`src/rtl/vc_pkg.sv`:
```
// vc_pkg: shared types and helpers for the victim cache controller.
//   vc_state_e  - controller FSM states (IDLE / WB / GAP)
//   lowest_set  - index of the lowest set bit of a vector of up to 32 bits
package vc_pkg;

    typedef enum logic [1:0] {
        IDLE = 2'd0,
        WB   = 2'd1,
        GAP  = 2'd2
    } vc_state_e;

    // Returns 0 for an all-zero vector; callers only use the result when a
    // bit is known to be set.
    function automatic logic [4:0] lowest_set(input logic [31:0] v);
        lowest_set = '0;
        for (int i = 31; i >= 0; i--) begin
            if (v[i]) lowest_set = 5'(i);
        end
    endfunction

endpackage

```
`src/rtl/victim_cache_ctrl_if.sv`:
```
// victim_cache_ctrl_if: request/response bundle between L2, pmem and the
// victim cache controller.
//   master - L2 / pmem side: drives requests, hit info, mem_ack, flush_req
//   slave  - controller side: drives valid vector, array strobes, acks
interface victim_cache_ctrl_if #(
    parameter int NUM_WAYS = 8,
    parameter int WAY_W    = $clog2(NUM_WAYS)
);
    logic                l2_read;
    logic                l2_write;
    logic                l2_dirty;
    logic                l2_to_pmem_busy;
    logic                vc_hit;
    logic [WAY_W-1:0]    hit_way;
    logic                mem_ack;
    logic                flush_req;

    logic [NUM_WAYS-1:0] vc_valid;
    logic [WAY_W-1:0]    data_way;
    logic                load_vc;
    logic                vc_ack;
    logic                vc_rd_dirty;
    logic                vc_write;
    logic                foh;
    logic [WAY_W:0]      dirty_count;
    logic                flush_done;

    modport master (
        output l2_read, l2_write, l2_dirty, l2_to_pmem_busy, vc_hit, hit_way,
               mem_ack, flush_req,
        input  vc_valid, data_way, load_vc, vc_ack, vc_rd_dirty, vc_write,
               foh, dirty_count, flush_done
    );

    modport slave (
        input  l2_read, l2_write, l2_dirty, l2_to_pmem_busy, vc_hit, hit_way,
               mem_ack, flush_req,
        output vc_valid, data_way, load_vc, vc_ack, vc_rd_dirty, vc_write,
               foh, dirty_count, flush_done
    );
endinterface

```
`src/rtl/vc_lru.sv`:
```
// vc_lru: true-LRU replacement using per-way age counters.
//   clk, rst_n  - clock, async active-low reset (age[i] = i)
//   touch       - mark touch_way most recently used this cycle
//   touch_way   - way being touched
//   lru_way     - way whose age is NUM_WAYS-1
module vc_lru #(
    parameter int NUM_WAYS = 8,
    parameter int WAY_W    = $clog2(NUM_WAYS)
) (
    input  logic             clk,
    input  logic             rst_n,
    input  logic             touch,
    input  logic [WAY_W-1:0] touch_way,
    output logic [WAY_W-1:0] lru_way
);
    logic [NUM_WAYS-1:0][WAY_W-1:0] age_q;

    // Ages always form a permutation of 0..NUM_WAYS-1: the touched way goes
    // to 0 and everything younger than it shifts up by one.
    always_ff @(posedge clk or negedge rst_n) begin
        if (!rst_n) begin
            for (int i = 0; i < NUM_WAYS; i++) age_q[i] <= WAY_W'(i);
        end else if (touch) begin
            for (int i = 0; i < NUM_WAYS; i++) begin
                if (WAY_W'(i) == touch_way)
                    age_q[i] <= '0;
                else if (age_q[i] < age_q[touch_way])
                    age_q[i] <= age_q[i] + WAY_W'(1);
            end
        end
    end

    always_comb begin
        lru_way = '0;
        for (int i = 0; i < NUM_WAYS; i++) begin
            if (age_q[i] == WAY_W'(NUM_WAYS - 1)) lru_way = WAY_W'(i);
        end
    end
endmodule

```
`src/rtl/victim_cache_ctrl.sv`:
```
// victim_cache_ctrl: L2 victim cache controller.
//   clk, rst_n - clock, async active-low reset
//   bus        - slave side of victim_cache_ctrl_if (L2 requests, pmem
//                handshake, array strobes, valid vector, dirty count, flush)
// Tracks per-way valid/dirty, picks victims (invalid first, then LRU),
// writes dirty victims back, cleans in the background and on flush.
module victim_cache_ctrl
    import vc_pkg::*;
#(
    parameter int NUM_WAYS     = 8,
    parameter int WAY_W        = $clog2(NUM_WAYS),
    parameter int CLEAN_THRESH = 2,
    parameter int EXCLUSIVE    = 0
) (
    input logic               clk,
    input logic               rst_n,
    victim_cache_ctrl_if.slave bus
);
    localparam int CW = WAY_W + 1;
    localparam logic [CW-1:0] THRESH = CW'(CLEAN_THRESH);

    vc_state_e           state_q, state_d;
    logic [NUM_WAYS-1:0] valid_q, valid_d;
    logic [NUM_WAYS-1:0] dirty_q, dirty_d;
    logic [CW-1:0]       dcnt_q, dcnt_d;
    logic                pend_q, pend_d;
    logic [WAY_W-1:0]    wb_way_q, wb_way_d;

    logic [WAY_W-1:0]    lru_way, victim, clean_way, way_c, touch_way;
    logic                touch, load_c, ack_c, rdd_c, foh_c, done_c;
    logic                can_clean, flush_go, bg_go;

    vc_lru #(.NUM_WAYS(NUM_WAYS), .WAY_W(WAY_W)) u_lru (
        .clk       (clk),
        .rst_n     (rst_n),
        .touch     (touch),
        .touch_way (touch_way),
        .lru_way   (lru_way)
    );

    assign victim    = (&valid_q) ? lru_way : WAY_W'(lowest_set(32'(~valid_q)));
    assign clean_way = WAY_W'(lowest_set(32'(dirty_q)));
    assign can_clean = !bus.l2_read && !bus.l2_write && !bus.l2_to_pmem_busy;
    assign flush_go  = can_clean && pend_q && (dcnt_q != '0);
    assign bg_go     = can_clean && (CLEAN_THRESH != 0) && (dcnt_q >= THRESH);

    always_comb begin
        state_d   = state_q;
        valid_d   = valid_q;
        dirty_d   = dirty_q;
        pend_d    = pend_q | bus.flush_req;
        wb_way_d  = wb_way_q;
        touch     = 1'b0;
        touch_way = bus.hit_way;
        way_c     = '0;
        load_c    = 1'b0;
        ack_c     = 1'b0;
        rdd_c     = 1'b0;
        foh_c     = 1'b0;
        done_c    = 1'b0;
        unique case (state_q)
            IDLE: begin
                if (bus.l2_write) begin
                    if (bus.vc_hit) begin
                        load_c = 1'b1;
                        ack_c  = 1'b1;
                        way_c  = bus.hit_way;
                        touch  = 1'b1;
                        dirty_d[bus.hit_way] = dirty_q[bus.hit_way] | bus.l2_dirty;
                        state_d = GAP;
                    end else if (dirty_q[victim]) begin
                        // Write back first; the request is re-evaluated in
                        // IDLE afterwards and finds the same, now clean, victim.
                        way_c    = victim;
                        wb_way_d = victim;
                        state_d  = WB;
                    end else begin
                        load_c    = 1'b1;
                        ack_c     = 1'b1;
                        way_c     = victim;
                        touch     = 1'b1;
                        touch_way = victim;
                        valid_d[victim] = 1'b1;
                        dirty_d[victim] = bus.l2_dirty;
                        state_d = GAP;
                    end
                end else if (bus.l2_read) begin
                    if (bus.vc_hit) begin
                        ack_c = 1'b1;
                        way_c = bus.hit_way;
                        rdd_c = dirty_q[bus.hit_way];
                        touch = 1'b1;
                        if (EXCLUSIVE != 0) begin
                            valid_d[bus.hit_way] = 1'b0;
                            dirty_d[bus.hit_way] = 1'b0;
                        end
                        state_d = GAP;
                    end else begin
                        foh_c = 1'b1;
                    end
                end else if (pend_q && dcnt_q == '0) begin
                    done_c = 1'b1;
                    pend_d = 1'b0;
                end else if (flush_go || bg_go) begin
                    way_c    = clean_way;
                    wb_way_d = clean_way;
                    state_d  = WB;
                end
            end
            WB: begin
                way_c = wb_way_q;
                if (bus.mem_ack) begin
                    dirty_d[wb_way_q] = 1'b0;
                    state_d = IDLE;
                end
            end
            GAP:     state_d = IDLE;
            default: state_d = IDLE;
        endcase
    end

    always_comb begin
        dcnt_d = '0;
        for (int i = 0; i < NUM_WAYS; i++) dcnt_d = dcnt_d + CW'(dirty_d[i]);
    end

    always_ff @(posedge clk or negedge rst_n) begin
        if (!rst_n) begin
            state_q  <= IDLE;
            valid_q  <= '0;
            dirty_q  <= '0;
            dcnt_q   <= '0;
            pend_q   <= 1'b0;
            wb_way_q <= '0;
        end else begin
            state_q  <= state_d;
            valid_q  <= valid_d;
            dirty_q  <= dirty_d;
            dcnt_q   <= dcnt_d;
            pend_q   <= pend_d;
            wb_way_q <= wb_way_d;
        end
    end

    assign bus.vc_valid    = valid_q;
    assign bus.data_way    = way_c;
    assign bus.load_vc     = load_c;
    assign bus.vc_ack      = ack_c;
    assign bus.vc_rd_dirty = rdd_c;
    assign bus.vc_write    = (state_q == WB);
    assign bus.foh         = foh_c;
    assign bus.dirty_count = dcnt_q;
    assign bus.flush_done  = done_c;
endmodule

```
`src/flat_wrapper.sv`:
```
// flat-port wrapper written by rule: the top's interface ports become plain ports
module victim_cache_ctrl_flat import vc_pkg::*;
#(
    parameter int NUM_WAYS     = 8,
    parameter int WAY_W        = $clog2(NUM_WAYS),
    parameter int CLEAN_THRESH = 2,
    parameter int EXCLUSIVE    = 0
)
  (clk, rst_n, bus_l2_read, bus_l2_write, bus_l2_dirty, bus_l2_to_pmem_busy, bus_vc_hit, bus_hit_way, bus_mem_ack, bus_flush_req, bus_vc_valid, bus_data_way, bus_load_vc, bus_vc_ack, bus_vc_rd_dirty, bus_vc_write, bus_foh, bus_dirty_count, bus_flush_done);
  victim_cache_ctrl_if #(.NUM_WAYS(NUM_WAYS), .WAY_W(WAY_W)) bus_i ();
  input logic clk;
  input logic rst_n;
  input wire logic [$bits(bus_i.l2_read)-1:0] bus_l2_read;
  input wire logic [$bits(bus_i.l2_write)-1:0] bus_l2_write;
  input wire logic [$bits(bus_i.l2_dirty)-1:0] bus_l2_dirty;
  input wire logic [$bits(bus_i.l2_to_pmem_busy)-1:0] bus_l2_to_pmem_busy;
  input wire logic [$bits(bus_i.vc_hit)-1:0] bus_vc_hit;
  input wire logic [$bits(bus_i.hit_way)-1:0] bus_hit_way;
  input wire logic [$bits(bus_i.mem_ack)-1:0] bus_mem_ack;
  input wire logic [$bits(bus_i.flush_req)-1:0] bus_flush_req;
  output wire logic [$bits(bus_i.vc_valid)-1:0] bus_vc_valid;
  output wire logic [$bits(bus_i.data_way)-1:0] bus_data_way;
  output wire logic [$bits(bus_i.load_vc)-1:0] bus_load_vc;
  output wire logic [$bits(bus_i.vc_ack)-1:0] bus_vc_ack;
  output wire logic [$bits(bus_i.vc_rd_dirty)-1:0] bus_vc_rd_dirty;
  output wire logic [$bits(bus_i.vc_write)-1:0] bus_vc_write;
  output wire logic [$bits(bus_i.foh)-1:0] bus_foh;
  output wire logic [$bits(bus_i.dirty_count)-1:0] bus_dirty_count;
  output wire logic [$bits(bus_i.flush_done)-1:0] bus_flush_done;
  assign bus_i.l2_read = bus_l2_read;
  assign bus_i.l2_write = bus_l2_write;
  assign bus_i.l2_dirty = bus_l2_dirty;
  assign bus_i.l2_to_pmem_busy = bus_l2_to_pmem_busy;
  assign bus_i.vc_hit = bus_vc_hit;
  assign bus_i.hit_way = bus_hit_way;
  assign bus_i.mem_ack = bus_mem_ack;
  assign bus_i.flush_req = bus_flush_req;
  assign bus_vc_valid = bus_i.vc_valid;
  assign bus_data_way = bus_i.data_way;
  assign bus_load_vc = bus_i.load_vc;
  assign bus_vc_ack = bus_i.vc_ack;
  assign bus_vc_rd_dirty = bus_i.vc_rd_dirty;
  assign bus_vc_write = bus_i.vc_write;
  assign bus_foh = bus_i.foh;
  assign bus_dirty_count = bus_i.dirty_count;
  assign bus_flush_done = bus_i.flush_done;
  victim_cache_ctrl #(.NUM_WAYS(NUM_WAYS), .WAY_W(WAY_W), .CLEAN_THRESH(CLEAN_THRESH), .EXCLUSIVE(EXCLUSIVE)) u_core (.clk(clk), .rst_n(rst_n), .bus(bus_i));
endmodule
```
`config.mk`:
```
export PLATFORM = sky130hd
export DESIGN_NAME = victim_cache_ctrl_flat
export DESIGN_NICKNAME = d
export VERILOG_FILES = /design/src/rtl/vc_pkg.sv /design/src/rtl/victim_cache_ctrl_if.sv /design/src/rtl/vc_lru.sv /design/src/rtl/victim_cache_ctrl.sv /design/src/flat_wrapper.sv
export SDC_FILE = /design/constraint.sdc
export NUM_CORES = 1
export LEC_CHECK = 0
export BUFFER_PORTS_ARGS = -buffer_cell sky130_fd_sc_hd__clkbuf_2
export CAP_MARGIN = 20
export CORE_ASPECT_RATIO = 1.25
export CORE_MARGIN = 4
export CORE_UTILIZATION = 61
export DETAILED_ROUTE_END_ITERATION = 12
export PLACE_DENSITY_LB_ADDON = 0.05
export SYNTH_ARGS = -nofsm -noshare
export SYNTH_HDL_FRONTEND = slang
export SYNTH_SLANG_ARGS = --single-unit
```
`constraint.sdc`:
```
create_clock -name clk -period 6.7 [get_ports clk]
set_input_delay 2.01 -clock clk [delete_from_list [all_inputs] [get_ports clk]]
set_output_delay 2.01 -clock clk [all_outputs]
set_load 0.02 [all_outputs]
```
# After elaboration in Yosys (flattened, before gate mapping)

Cells that the tools add are included.

Register bits: 50
Input bits: 12
Output and inout bits: 21
Logic and storage cells: 247

$add $sub $neg: 15
Order comparisons: 16
Equality and inequality tests: 23
Mux-type cells: 133
Bitwise logic cells: 8
Reduce and logical (&&, ||, !) cells: 38

Operator list:

| operator                                                                             | count |
|---|---|
| 3-bit two-way mux                                                                    | 80 |
| 8-bit two-way mux                                                                    | 4 |
| 8-bit inverter with 32-bit output                                                    | 1 |
| 1-bit two-way mux                                                                    | 30 |
| 3-bit by 1-bit adder with 3-bit output (second input constant)                       | 8 |
| 4-bit by 1-bit adder with 4-bit output                                               | 6 |
| 3-bit < comparator                                                                   | 8 |
| 3-bit == test (second input constant)                                                | 7 |
| 2-bit nonzero test                                                                   | 9 |
| 8-bit bitwise mux                                                                    | 2 |
| 3-bit by 4-bit < comparator with 1-bit output (second input constant)                | 4 |
| 2-bit two-way mux                                                                    | 8 |
| 8-bit one-hot mux with 2 select lines                                                | 1 |
| 2-bit AND reduction                                                                  | 8 |
| 3-bit == test (first input constant)                                                 | 4 |
| 3-bit binary-select mux with 3-bit select                                            | 1 |
| 1-bit demux with 3-bit select                                                        | 3 |
| 3-bit by 1-bit greater-or-equal comparator with 1-bit output (second input constant) | 3 |
| 1-bit logical AND                                                                    | 9 |
| 8-bit bitwise AND                                                                    | 1 |
| 4-bit != test (second input constant)                                                | 2 |
| 8-bit inverter                                                                       | 1 |
| 8-bit bitwise OR                                                                     | 1 |
| 4-bit AND reduction                                                                  | 2 |
| 21 further kinds                                                                     | 30 |

# Logic depth before layout (Yosys ltp)

Gate-level depths: netlist (run 1).

Depth in word-level cells: 50
Gate-level depth with buffers: 22
Gate-level depth less buffers: 21

# Cells and area by module

A second synthesis (run 1) with hierarchy kept.

Cells, all modules: 450
Area, all modules: 4264.1 um^2

Modules (own cells, without submodules):

| module            | times used | cells an instance | area an instance (um^2) |
|---|---|---|---|
| victim_cache_ctrl | 1          | 267               | 2279.7 |
| vc_lru            | 1          | 183               | 1984.4 |

# Worst setup path after synthesis (run 1)

Ideal clock, no wire load.

Path kind: input -> register
From: in bus_hit_way[1]
To: reg u_core.dcnt_q[2] (netlist: u_core.bus.dirty_count[2])
Setup time: 0.122 ns
Arrival time: 6.320 ns
Required time: 6.578 ns
Setup slack: 0.258 ns
Stages on the path: 18
Buffers on the path: 2
Path through: clkbuf_1 > nor2b_1 > a221oi_1 > a21oi_1 > or3_1 > clkbuf_1 > mux2i_1 > a21oi_1 > or3_1 > a22o_1 > ha_1 > inv_1 > fa_1 > inv_1 > fa_1 > fa_1 > fa_1 > xor2_1

Word-level cells in the longest chain between the ends: 15
Elaborated cells between the ends (all ways): 19

Ends and longest elaborated chain:

| item                                                                                                                                                       | RTL line                 | text |
|---|---|---|
| start: declaration                                                                                                                                         | flat_wrapper.sv:18       | `input wire logic [$bits(bus_i.hit_way)-1:0] bus_hit_way;` |
| 3-bit by 4-bit < comparator with 1-bit output (implied by the code) / 3-bit by 1-bit greater-or-equal comparator with 1-bit output (equally long branches) | victim_cache_ctrl.sv:69  | `dirty_d[bus.hit_way] = dirty_q[bus.hit_way] \| bus.l2_dirty;` |
| 1-bit logical AND (implied by the code)                                                                                                                    | victim_cache_ctrl.sv:69  |  |
| 1-bit two-way mux (implied by the code)                                                                                                                    | victim_cache_ctrl.sv:69  |  |
| 1-bit demux with 3-bit select                                                                                                                              | --                       |  |
| 8-bit bitwise mux *                                                                                                                                        | victim_cache_ctrl.sv:69  |  |
| 8-bit two-way mux *                                                                                                                                        | victim_cache_ctrl.sv:64  | `if (bus.vc_hit) begin` |
| 8-bit two-way mux *                                                                                                                                        | victim_cache_ctrl.sv:63  | `if (bus.l2_write) begin` |
| 8-bit one-hot mux with 2 select lines *                                                                                                                    | victim_cache_ctrl.sv:61  | `unique case (state_q)` |
| via u_core.dirty_d[1]                                                                                                                                      | victim_cache_ctrl.sv:24  | `logic [NUM_WAYS-1:0] dirty_q, dirty_d;` |
| 1-bit by 1-bit adder with 2-bit output *                                                                                                                   | victim_cache_ctrl.sv:124 | `for (int i = 0; i < NUM_WAYS; i++) dcnt_d = dcnt_d + CW'(dirty_d[i]);` |
| 4-bit by 1-bit adder with 4-bit output * (6 in a row)                                                                                                      | victim_cache_ctrl.sv:124 |  |
| via u_core.dcnt_d[2]                                                                                                                                       | victim_cache_ctrl.sv:25  | `logic [CW-1:0] dcnt_q, dcnt_d;` |
| end signal: assignment                                                                                                                                     | victim_cache_ctrl.sv:139 | `dcnt_q <= dcnt_d;` |
| end: declaration                                                                                                                                           | victim_cache_ctrl.sv:25  |  |

Mark *: on every way through the listed nets, which the timed path passes. The rest lies on a longest branch. The select of a mux whose other input is x is not followed.
A chain may end at the register's enable or synchronous reset.

# Worst setup path after layout (run 1)

Same ends and word-level chain as after synthesis.

==> results of run 1 <==
## critical path: cells and delay by family
family / cells / cell delay (ps)
fa+ha+maj: 5 / 2160
simple gates: 3 / 920
compound gates: 4 / 710
buf+inv: 3 / 290
xor+xnor: 1 / 150
mux: 1 / 140
## cells by family (layout without fill, tap and decap cells)
kind of cell             after synthesis  after routing
buffers and inverters                 37             77
XOR/XNOR                               1              1
AND/OR/NAND/NOR                      158            158
adder cells (fa/ha/maj)               38             38
multiplexers                          24             24
flip-flops                            50             50
AO/OA/AOI/OAI                        147            147
## stage by stage
step / setup slack [ps] / power (mW)
global placement: 260 / 2.25
detailed placement: 184 / 2.30
floorplan: 258 / 1.89
CTS: 506 / 2.50
global route: 272 / 2.74
finish: 524 / 2.52
## per-layer routing
layer	vias to the layer above	global-route usage [%]
met2	128	51.0
met4	0	10.7
met1	1863	35.9
met3	30	2.96
met5	-	0
li1	1792	-
## sequential cells by signal (all words and copies together) (netlist names)
register,cells
u_core.bus.dirty_count,4
u_core.bus.vc_valid,8
u_core.dirty_q,8
u_core.pend_q,1
u_core.state_q,2
u_core.u_lru.age_q,24
u_core.wb_way_q,3
## Yosys cell counts, types with 4 or more instances
cell type / number / area (sq um)
sky130_fd_sc_hd__nor2_1: 49 / 184
sky130_fd_sc_hd__dfrtp_1: 38 / 951
sky130_fd_sc_hd__a21oi_1: 36 / 180
sky130_fd_sc_hd__ha_1: 34 / 425
sky130_fd_sc_hd__nand2_1: 34 / 128
sky130_fd_sc_hd__o21ai_0: 19 / 95.1
sky130_fd_sc_hd__a22o_1: 17 / 149
sky130_fd_sc_hd__inv_1: 17 / 63.8
sky130_fd_sc_hd__nor3_1: 15 / 75.1
sky130_fd_sc_hd__a21o_1: 13 / 97.6
sky130_fd_sc_hd__dfstp_2: 12 / 315
sky130_fd_sc_hd__mux2_2: 12 / 135
sky130_fd_sc_hd__mux2i_1: 12 / 120
sky130_fd_sc_hd__clkbuf_1: 11 / 41.3
sky130_fd_sc_hd__nand3_1: 10 / 50.1
sky130_fd_sc_hd__a211oi_1: 7 / 52.6
sky130_fd_sc_hd__or3_1: 7 / 43.8
sky130_fd_sc_hd__nor3_2: 6 / 60.1
sky130_fd_sc_hd__a31oi_1: 5 / 31.3
sky130_fd_sc_hd__nand2b_1: 5 / 31.3
sky130_fd_sc_hd__or2_2: 5 / 31.3
sky130_fd_sc_hd__a21oi_2: 4 / 35.0
sky130_fd_sc_hd__fa_1: 4 / 80.1
sky130_fd_sc_hd__nor4_1: 4 / 25.0
sky130_fd_sc_hd__o22ai_1: 4 / 25.0
sky130_fd_sc_hd__o31ai_1: 4 / 30.0
## power groups by stage
stage / registers (mW) / logic, mW / clock network [mW]
final: 0.633 / 1.69 / 0.194
after global routing: 0.652 / 1.88 / 0.208
after CTS: 0.627 / 1.68 / 0.197
after detailed placement: 0.632 / 1.67 / 0
after global placement: 0.632 / 1.62 / 0
after floorplan: 0.598 / 1.29 / 0
## final timing paths
path,start,end,slack (ps),cells after the start
max in group asynchronous,rst_n,u_core.bus.vc_valid[0]$_DFFE_PN0P_,4460,2
hold reg to reg,u_core.bus.vc_valid[7]$_DFFE_PN0P_,u_core.bus.vc_valid[7]$_DFFE_PN0P_,500,1
setup / recovery,bus_hit_way[1],u_core.bus.dirty_count[2]$_DFF_PN0_,520,17
min in group asynchronous,rst_n,u_core.pend_q$_DFF_PN0_,1790,2
hold / removal,u_core.bus.vc_valid[7]$_DFFE_PN0P_,u_core.bus.vc_valid[7]$_DFFE_PN0P_,500,1
setup reg to reg,u_core.u_lru.age_q[16]$_DFFE_PN0P_,u_core.bus.dirty_count[2]$_DFF_PN0_,940,21
## cell type report
type | instances | area [sq um] | share of cell area, %
clock buffer | 6 | 82.6 | 1.83
clock inverter | 2 | 16.3 | 0.361
inverter | 17 | 63.8 | 1.41
multi-input combinational | 368 | 2660 | 59.0
sequential | 50 | 1270 | 28.1
tap | 87 | 109 | 2.41
timing repair buffer | 52 | 310 | 6.88
## cells in the final DEF (no fill, tap or decap), drive strengths merged, types with 3 or more instances in the layout
cell type  count
o22ai          5
dfstp         12
nor2          49
a221o          3
mux2i         12
nand4          3
nand3         10
a21o          13
fa             4
nand2         35
a21oi         40
or2            6
nor4           4
inv           18
dfrtp         38
a221oi         4
mux2          12
nor3          23
a211o          4
o21ai         20
a211oi         7
o211ai         3
o31ai          5
or3            7
a31oi          6
a31o           3
nand2b         5
buf           20
ha            34
clkbuf        38
a22o          18
and3           3
==> metrics.txt, run 1 <==
status=complete, no violations; clk_lat worst skew=310 ps; number of DRC markers in iteration 0=326; Post-synth EDFFs=0; Chip Width=81.5 microns; GR Util All Layers=28.9%; worst hold slack after final layout=498 ps; htree depth=2; number of routed nets with antenna violations=0; synthesized flop and latch total=50; post-synth net total=505; portion of netlist area occupied by mux cells=6.20%; Met3 Wirelength=481 microns; number of buffers added by the clock tree synthesis step=5; register area share after synthesis=30.8%; slowest library cell on the worst path=sky130_fd_sc_hd__fa_1; Diodes inserted=0; kind of start point of the critical path=input pin; Clock Tree Root=sky130_fd_sc_hd__clkbuf_8; num ports=33; number of filler cells placed in the layout=556; final cell count without fillers=582; Num Clock Sinks=50; Detailed Place HPWL=8.53 mm; crit path kind=in2reg; Cell variety after synth=76; pin count of the biggest net entering global routing=51; clock transition at the registers of the reported paths=100 ps; power share of the sequential group=25.2%; most instantiated flip-flop cell in the synthesis netlist=sky130_fd_sc_hd__dfrtp_1; crit path cell chain=clkbuf_2, nor2b_1, a221oi_1, a21oi_1, or3_1, mux2i_1, a21oi_1, or3_1, a22o_1, ha_1, inv_1, fa_1, inv_1, fa_1, fa_1, fa_1, xor2_1; YS warnings=0; P per Cell Area=558 nW/um^2; Avg Cell Area, Syn=9.05 sq um; global-route wire length before repair=18.2 mm; maximum net fanout on the critical path=12; Async SR Flop Fraction=100%; critical path arrival=6380 ps; internal portion of total power=1.27 mW; Max Used Layer=met4; total iterations of the first detailed-routing run=5; metal2 WL=5.93 mm; placed instance area=4410 sq um; hold-fix buffer count after cts=0; simple-gate share of the synthesized area=19.8%; CTS Buffer Depth=2; synthesis-to-layout area growth=9.60%; vias in the first global route=3,632; setup TNS=0 ps; unrepaired setup endpoints after global routing=false; fraction of the mapped netlist area in compound gates=26.2%; post-synthesis share of cell area spent on xor and xnor gates=0.213%; worst stage delay on the critical path=520 ps; final critical-path share of the clock period=92.2%; kind of end point of the critical path=flop; relative contribution of the clock network to total power=7.7%; area of the die=8130 sq um; Switching Power=1.24 mW; cells after synthesis=455; max-capacitance violation count=0; Relative slew margins=35.6%; slew at the pin with the worst max-slew slack=957 ps; Layout Nets=544; initial standard-cell utilization of the core=62.7%; die span in y=99.8 microns; CTS tree=done; routed metal-1 wirelength=4.48 mm; net switching share of the total power=49.4%; final std cell area, no fill=4510 sq um; number of max-slew violations in the final report=0; post-CTS setup buffer count=0; final-report setup violation count=0; GRT Residual Overflow=0; CTS resizes=0; IR drop worst, VDD=351 uV; post-layout util=68.7%; hold violation count in the final report=0; main combinational cell family by area after synthesis=compound AO/OA/AOI/OAI gates; class of the most critical hold timing path=reg2reg; initial antenna violation count=0; fraction of layout cells with a size suffix above 1=23.6%; fraction of the mapped netlist area in adder cells=12.3%; critical path data required time=6910 ps; standard cell core area=6570 sq um; weighted congestion at the end of routability-driven global placement=0.933; Routed WL per cell=19.2 microns; post-detailed-routing wire length=11.2 mm; number of placed instances, taps included=574; remaining routing DRC violations=0; routed via count=3,813; number of buffers inserted by port buffering=32; final critical-path required period=6180 ps; Highest Clock Rate=0.162 GHz; combinational fraction of design power=67.1%; Setup Skew=10.3 ps; detailed-route vias per instance=6.55; std cell rows=33; leakage component of the power=2.10 nW; area of the mapped netlist=4120 sq um; Top cell by count, worst path=sky130_fd_sc_hd__fa_1
Note: power is estimated with default switching activity, not from simulation.
==> run 2, diff against run 1 <==
Settings changed: REMOVE_ABC_BUFFERS set to 1, TNS_END_PERCENT set to 100.
==> run 2 against run 1 <==
Register-to-register slack got worse by 340 ps. First-iteration DRC count decreased by 40%. Via count decreased by 0.81%. Sequential power about the same. Worst hold slack got worse by 4.3 ps. Largest power group unchanged. Critical endpoint unchanged. Sequential cell count unchanged.
==> metrics.txt, run 2 (synthesized netlist as in run 1, its figures left out) <==
final std cell area, no fill=4470 sq um (-0.86%); hold-fix buffer count after cts=0 (unchanged); area of the die=8130 sq um (unchanged); final critical-path required period=6170 ps (-10.1 ps); IR drop worst, VDD=398 uV (+13%); GR Util All Layers=29.8% (+0.94 points); post-detailed-routing wire length=11.1 mm (-0.69%); kind of end point of the critical path=flop; weighted congestion at the end of routability-driven global placement=0.948 (+1.6%); critical path arrival=6370 ps (about the same); flip-flop count of the largest register, all copies and words added=24 (unchanged); Setup Skew=7.75 ps (-2.59 ps); Layout Nets=541 (-0.55%); commonest non-fill, non-tap cell in the layout=sky130_fd_sc_hd__nor2_1; crit path kind=in2reg; maximum net fanout on the critical path=9 (-3); unrepaired setup endpoints after global routing=false; crit path cell chain=clkbuf_2, nor2b_1, a221oi_1, a21oi_1, or3_1, mux2i_1, a21oi_1, or3_1, a22o_1, ha_1, inv_1, fa_1, inv_1, fa_1, fa_1, fa_1, xor2_1; CTS resizes=0 (unchanged); CTS Buffer Depth=2 (unchanged); standard cell core area=6570 sq um (unchanged); number of DRC markers in iteration 0=194 (-40%); die span in y=99.8 microns (unchanged); critical path data required time=6900 ps (about the same); clock transition at the registers of the reported paths=90 ps (about the same); worst hold slack after final layout=494 ps (-4.34 ps); placed instance area=4390 sq um (-0.51%); pin count of the biggest net entering global routing=51 (unchanged); hold violation count in the final report=0 (unchanged); Num Clock Sinks=50 (unchanged); GRT Residual Overflow=0 (unchanged); Chip Width=81.5 microns (unchanged); CTS tree=done; remaining routing DRC violations=0 (unchanged); htree depth=2 (unchanged); max-capacitance violation count=0 (unchanged); Relative slew margins=35.6% (about the same); Detailed Place HPWL=8.60 mm (+0.80%); Top cell by count, worst path=sky130_fd_sc_hd__fa_1; initial antenna violation count=0 (unchanged); Routed WL per cell=19.2 microns (-0.17%); slowest library cell on the worst path=sky130_fd_sc_hd__fa_1; final critical-path share of the clock period=92.0% (-0.15 points); status=complete, no violations; setup TNS=0 ps (unchanged); beginning of the critical path=bus_hit_way[1]; Total Power=2.49 mW (-0.99%); number of placed instances, taps included=571 (-0.52%); number of routed nets with antenna violations=0 (unchanged); detailed-route vias per instance=6.53 (-0.30%); Diodes inserted=0 (unchanged); routed via count=3,782 (-0.81%); startpoint of the most critical hold path=u_core.bus.vc_valid[7]$_DFFE_PN0P_; initial standard-cell utilization of the core=62.7% (unchanged); Highest Clock Rate=0.162 GHz (+0.16%); number of filler cells placed in the layout=565 (+1.6%); vias in the first global route=3,798 (+4.6%); fraction of layout cells with a size suffix above 1=23.0% (-0.67 points); slew at the pin with the worst max-slew slack=957 ps (+0.0619 ps); kind of start point of the critical path=input pin; P per Cell Area=557 nW/um^2 (-0.13%); final-report setup violation count=0 (unchanged); post-CTS setup buffer count=0 (unchanged); num ports=33 (unchanged); total iterations of the first detailed-routing run=5 (unchanged); worst stage delay on the critical path=520 ps (about the same); number of buffers added by the clock tree synthesis step=5 (unchanged); synthesis-to-layout area growth=8.66%; register bank with the most flops=u_core.u_lru.age_q; std cell rows=33 (unchanged); most frequent cells in the layout=sky130_fd_sc_hd__nor2_1, sky130_fd_sc_hd__dfrtp_1, sky130_fd_sc_hd__a21oi_1, sky130_fd_sc_hd__nand2_1, sky130_fd_sc_hd__ha_1; clk_lat worst skew=310 ps (about the same); leakage component of the power=2.08 nW (-0.86%); number of max-slew violations in the final report=0 (unchanged); Clock Tree Root=sky130_fd_sc_hd__clkbuf_8; Reg-to-Reg Start=u_core.u_lru.age_q[12]$_DFFE_PN0P_; final cell count without fillers=579 (-0.52%); global-route wire length before repair=18.6 mm (+2.5%); class of the most critical hold timing path=reg2reg; number of buffers inserted by port buffering=32 (unchanged)
-- run 2: final cells by class --
cell class | count | area [sq um] | area share, %
Timing Repair Buffer | 49 | 288 | 6.43
Multi-Input combinational cell | 368 | 2660 | 59.6
Sequential cell | 50 | 1270 | 28.3
Tap cell | 87 | 109 | 2.43
Clock inverter | 2 | 10.0 | 0.224
Inverter | 17 | 63.8 | 1.43
Clock buffer | 6 | 72.6 | 1.62
-- run 2: worst max-delay path, delay by kind of cell --
kind | cells | cell delay, ps
AO/OA/AOI/OAI | 4 | 720
XOR/XNOR | 1 | 150
adder cells (fa/ha/maj) | 5 | 2150
buffers and inverters | 3 | 260
multiplexers | 1 | 140
AND/OR/NAND/NOR | 3 | 920
-- run 2: metal layers --
metal | global-route usage [%] | vias up | share of wire [%]
met2 | 51.5 | 128 | 51
met4 | 18.5 | 0 | 5.7
met5 | 0 | - | 0
met1 | 34.4 | 1821 | 39
li1 | - | 1786 | -
met3 | 3.59 | 47 | 4.0
-- run 2: path summary, 6_finish.rpt --
kind                                                       end  slack [ps]  cells after the start
max in group asynchronous   u_core.bus.vc_valid[7]$_DFFE_PN0P_        4470                      2
min reg2reg                 u_core.bus.vc_valid[7]$_DFFE_PN0P_         490                      1
min in group asynchronous              u_core.pend_q$_DFF_PN0_        1790                      2
min                         u_core.bus.vc_valid[7]$_DFFE_PN0P_         490                      1
max reg2reg                u_core.bus.dirty_count[2]$_DFF_PN0_         600                     21
max                        u_core.bus.dirty_count[2]$_DFF_PN0_         530                     17
-- run 2: power breakdown --
| part | switching [mW] | internal, mW |
|---|---|---|
| Clock | 0.104 | 0.0727 |
| Combinational | 0.957 | 0.723 |
| Sequential | 0.180 | 0.455 |
| Total | 1.24 | 1.25 |
-- run 2: metrics by stage --
step / util, % / setup WS (ps)
6_report: 68.1 / 534
5_1_grt: 68.1 / 181
4_1_cts: 68.1 / 526
3_5_place_dp: 66.9 / 192
3_3_place_gp: 66.9 / 294
2_1_floorplan: - / 471
==> run 3, diff against run 2 <==
Settings changed: RECOVER_POWER set to 100.
Clock period 6.7 ns to 6.1 ns, I/O delays scaled along.
==> run 3 against run 2 <==
Total power rose by 9.1%. Largest cell class unchanged. First-iteration DRC count up 29%. Worst hold slack improved by 3.8 ps. Register-to-register slack worse by 320 ps. Global-route usage decreased by 1.2 points. Cell count is 1.6% higher. Critical path depth rose by 1. Setup slack lost 350 ps. Clock power grew 20%. Sequential power rose by 9.4%. The run now ends with capacitance limit, slew limit left.
==> metrics.txt, run 3 (synthesized netlist as in run 1, its figures left out) <==
synthesis-to-layout area growth=8.81%; num ports=33 (unchanged); P per Cell Area=607 nW/um^2 (+8.9%); post-detailed-routing wire length=11.1 mm (about the same); CTS Buffer Depth=2 (unchanged); area of the die=8130 sq um (unchanged); std cell rows=33 (unchanged); worst hold stages=1 (unchanged); reg-to-reg slack, setup=280 ps (-320 ps); htree depth=2 (unchanged); number of buffers added by the clock tree synthesis step=5 (unchanged); global-route wire length before repair=18.1 mm (-2.9%); slew at the pin with the worst max-slew slack=2640 ps (+1680 ps); clock transition at the registers of the reported paths=100 ps (about the same); fraction of layout cells with a size suffix above 1=18.2% (-4.8 points); Diodes inserted=0 (unchanged); Reg-to-Reg Start=u_core.u_lru.age_q[21]$_DFFE_PN1P_; vias in the first global route=3,724 (-1.9%); endpoint of the worst hold-timing path=u_core.bus.vc_valid[7]$_DFFE_PN0P_; most frequent cells in the layout=sky130_fd_sc_hd__nor2_1, sky130_fd_sc_hd__dfrtp_1, sky130_fd_sc_hd__a21oi_1, sky130_fd_sc_hd__nand2_1, sky130_fd_sc_hd__ha_1; Chip Width=81.5 microns (unchanged); GR Util All Layers=28.6% (-1.2 points); crit path cell chain=clkbuf_2, mux2i_1, nor2_1, a31oi_1, a21oi_1, or3_1, mux2i_1, a21oi_1, or3_1, a22o_1, ha_1, inv_1, fa_1, inv_1, fa_1, fa_2, fa_1, xor2_1; final-report setup violation count=0 (unchanged); GRT Residual Overflow=0 (unchanged); CTS tree=done; post-CTS setup buffer count=0 (unchanged); number of max-slew violations in the final report=51 (+51); violated checks=capacitance limit, slew limit; final critical-path share of the clock period=97.0%; Routed WL per cell=18.9 microns (-1.5%); Setup Skew=10.7 ps (+2.98 ps); slowest library cell on the worst path=sky130_fd_sc_hd__fa_1; worst-case reg-to-reg path depth=21 (unchanged); kind of end point of the critical path=flop; gate family responsible for the most delay along the worst path=adder cells; critical path data required time=6300 ps (-600 ps); Relative slew margins=-76.0% (-110 points); terminus of the critical flop-to-flop path=u_core.bus.dirty_count[2]$_DFF_PN0_; final cell count without fillers=588 (+1.6%); startpoint of the most critical hold path=u_core.bus.vc_valid[7]$_DFFE_PN0P_; setup TNS=0 ps (unchanged); number of buffers inserted by port buffering=32 (unchanged); IR drop worst, VDD=420 uV (+5.6%); hold violation count in the final report=0 (unchanged); flip-flop count of the largest register, all copies and words added=24 (unchanged); detailed-route vias per instance=6.49 (-0.62%); Clock Tree Root=sky130_fd_sc_hd__clkbuf_8; pin count of the biggest net entering global routing=51 (unchanged); status=finished, violations left; placed instance area=4460 sq um (+1.5%); commonest non-fill, non-tap cell in the layout=sky130_fd_sc_hd__nor2_1; routed via count=3,817 (+0.93%); final critical-path required period=5920 ps; number of DRC markers in iteration 0=250 (+29%); worst hold slack after final layout=498 ps (+3.84 ps); Top cell by count, worst path=sky130_fd_sc_hd__fa_1; Layout Nets=550 (+1.7%); critical path arrival=6120 ps (-250 ps); total iterations of the first detailed-routing run=5 (unchanged); final std cell area, no fill=4480 sq um (+0.14%); worst stage delay on the critical path=550 ps (+30 ps); register bank with the most flops=u_core.u_lru.age_q; standard cell core area=6570 sq um (unchanged); class of the most critical hold timing path=reg2reg; Total Power=2.72 mW (+9.1%); number of placed instances, taps included=580 (+1.6%); die span in y=99.8 microns (unchanged); number of routed nets with antenna violations=0 (unchanged); Detailed Place HPWL=8.58 mm (-0.18%); leakage component of the power=2.04 nW (-2.1%); weighted congestion at the end of routability-driven global placement=1.01 (+6.2%); crit path kind=in2reg; Num Clock Sinks=50 (unchanged); max-capacitance violation count=1 (+1); clk_lat worst skew=310 ps (about the same); kind of start point of the critical path=input pin; initial antenna violation count=0 (unchanged); Highest Clock Rate=0.169 GHz; maximum net fanout on the critical path=5 (-4); initial standard-cell utilization of the core=62.7% (unchanged); remaining routing DRC violations=0 (unchanged); crit path buf inv count=3 (unchanged)
run 3: changes by cell type in the layout (fill, tap and decap cells not counted), sizes merged:
cell      before  now
clkinvlp       0    1
inv           17   18
clkinv         2    0
clkbuf        38   44
buf           17   20
run 3: worst max path at each step:
| stage | start | endpoint | depth (start not counted) |
|---|---|---|---|
| final | bus_hit_way[1] | u_core.bus.dirty_count[2]$_DFF_PN0_ | 18 |
| after global routing | bus_hit_way[1] | u_core.bus.dirty_count[2]$_DFF_PN0_ | 18 |
| after CTS | u_core.u_lru.age_q[15]$_DFFE_PN1P_ | u_core.bus.dirty_count[2]$_DFF_PN0_ | 22 |
| after detailed placement | bus_hit_way[1] | u_core.bus.dirty_count[2]$_DFF_PN0_ | 17 |
| after global placement | bus_hit_way[1] | u_core.bus.dirty_count[2]$_DFF_PN0_ | 17 |
| after floorplan | bus_hit_way[1] | u_core.bus.dirty_count[2]$_DFF_PN0_ | 16 |
run 3: metal layers:
metal	up-vias	track usage [%]	share of wire [%]
met5	-	0	0
met4	0	13.4	4.2
met3	42	3.59	5.1
met2	148	50.1	52
met1	1822	34.2	39
li1	1805	-	-
run 3: power breakdown:
part / internal (mW) / switching [mW] / total (mW)
logic: 0.786 / 1.03 / 1.81
registers: 0.499 / 0.195 / 0.695
clock network: 0.0936 / 0.119 / 0.212
run 3: per-stage QoR:
stage                     worst slack [ps]  util (%)
after global routing                 -34.2      68.2
after global placement               -62.9      67.9
after floorplan                       51.4         -
after CTS                              109      69.4
after detailed placement              -152      67.9
final                                  183      68.2
run 3: what timing repair did:
action / 4_1_cts / 5_1_grt
resized for setup: 0 / 4
hold buffers: 0 / 0
hold endpoints to repair: 0 / 0
endpoints found under the setup margin: 0 / 2
run 3: layout make-up:
class | count | area [sq um]
flip-flops and latches | 50 | 1270
well taps | 87 | 109
fillers | 585 | 2090
clock inverters | 2 | 16.3
repair buffers | 58 | 307
multi-input cells | 368 | 2640
inverters | 17 | 63.8
clock buffers | 6 | 82.6
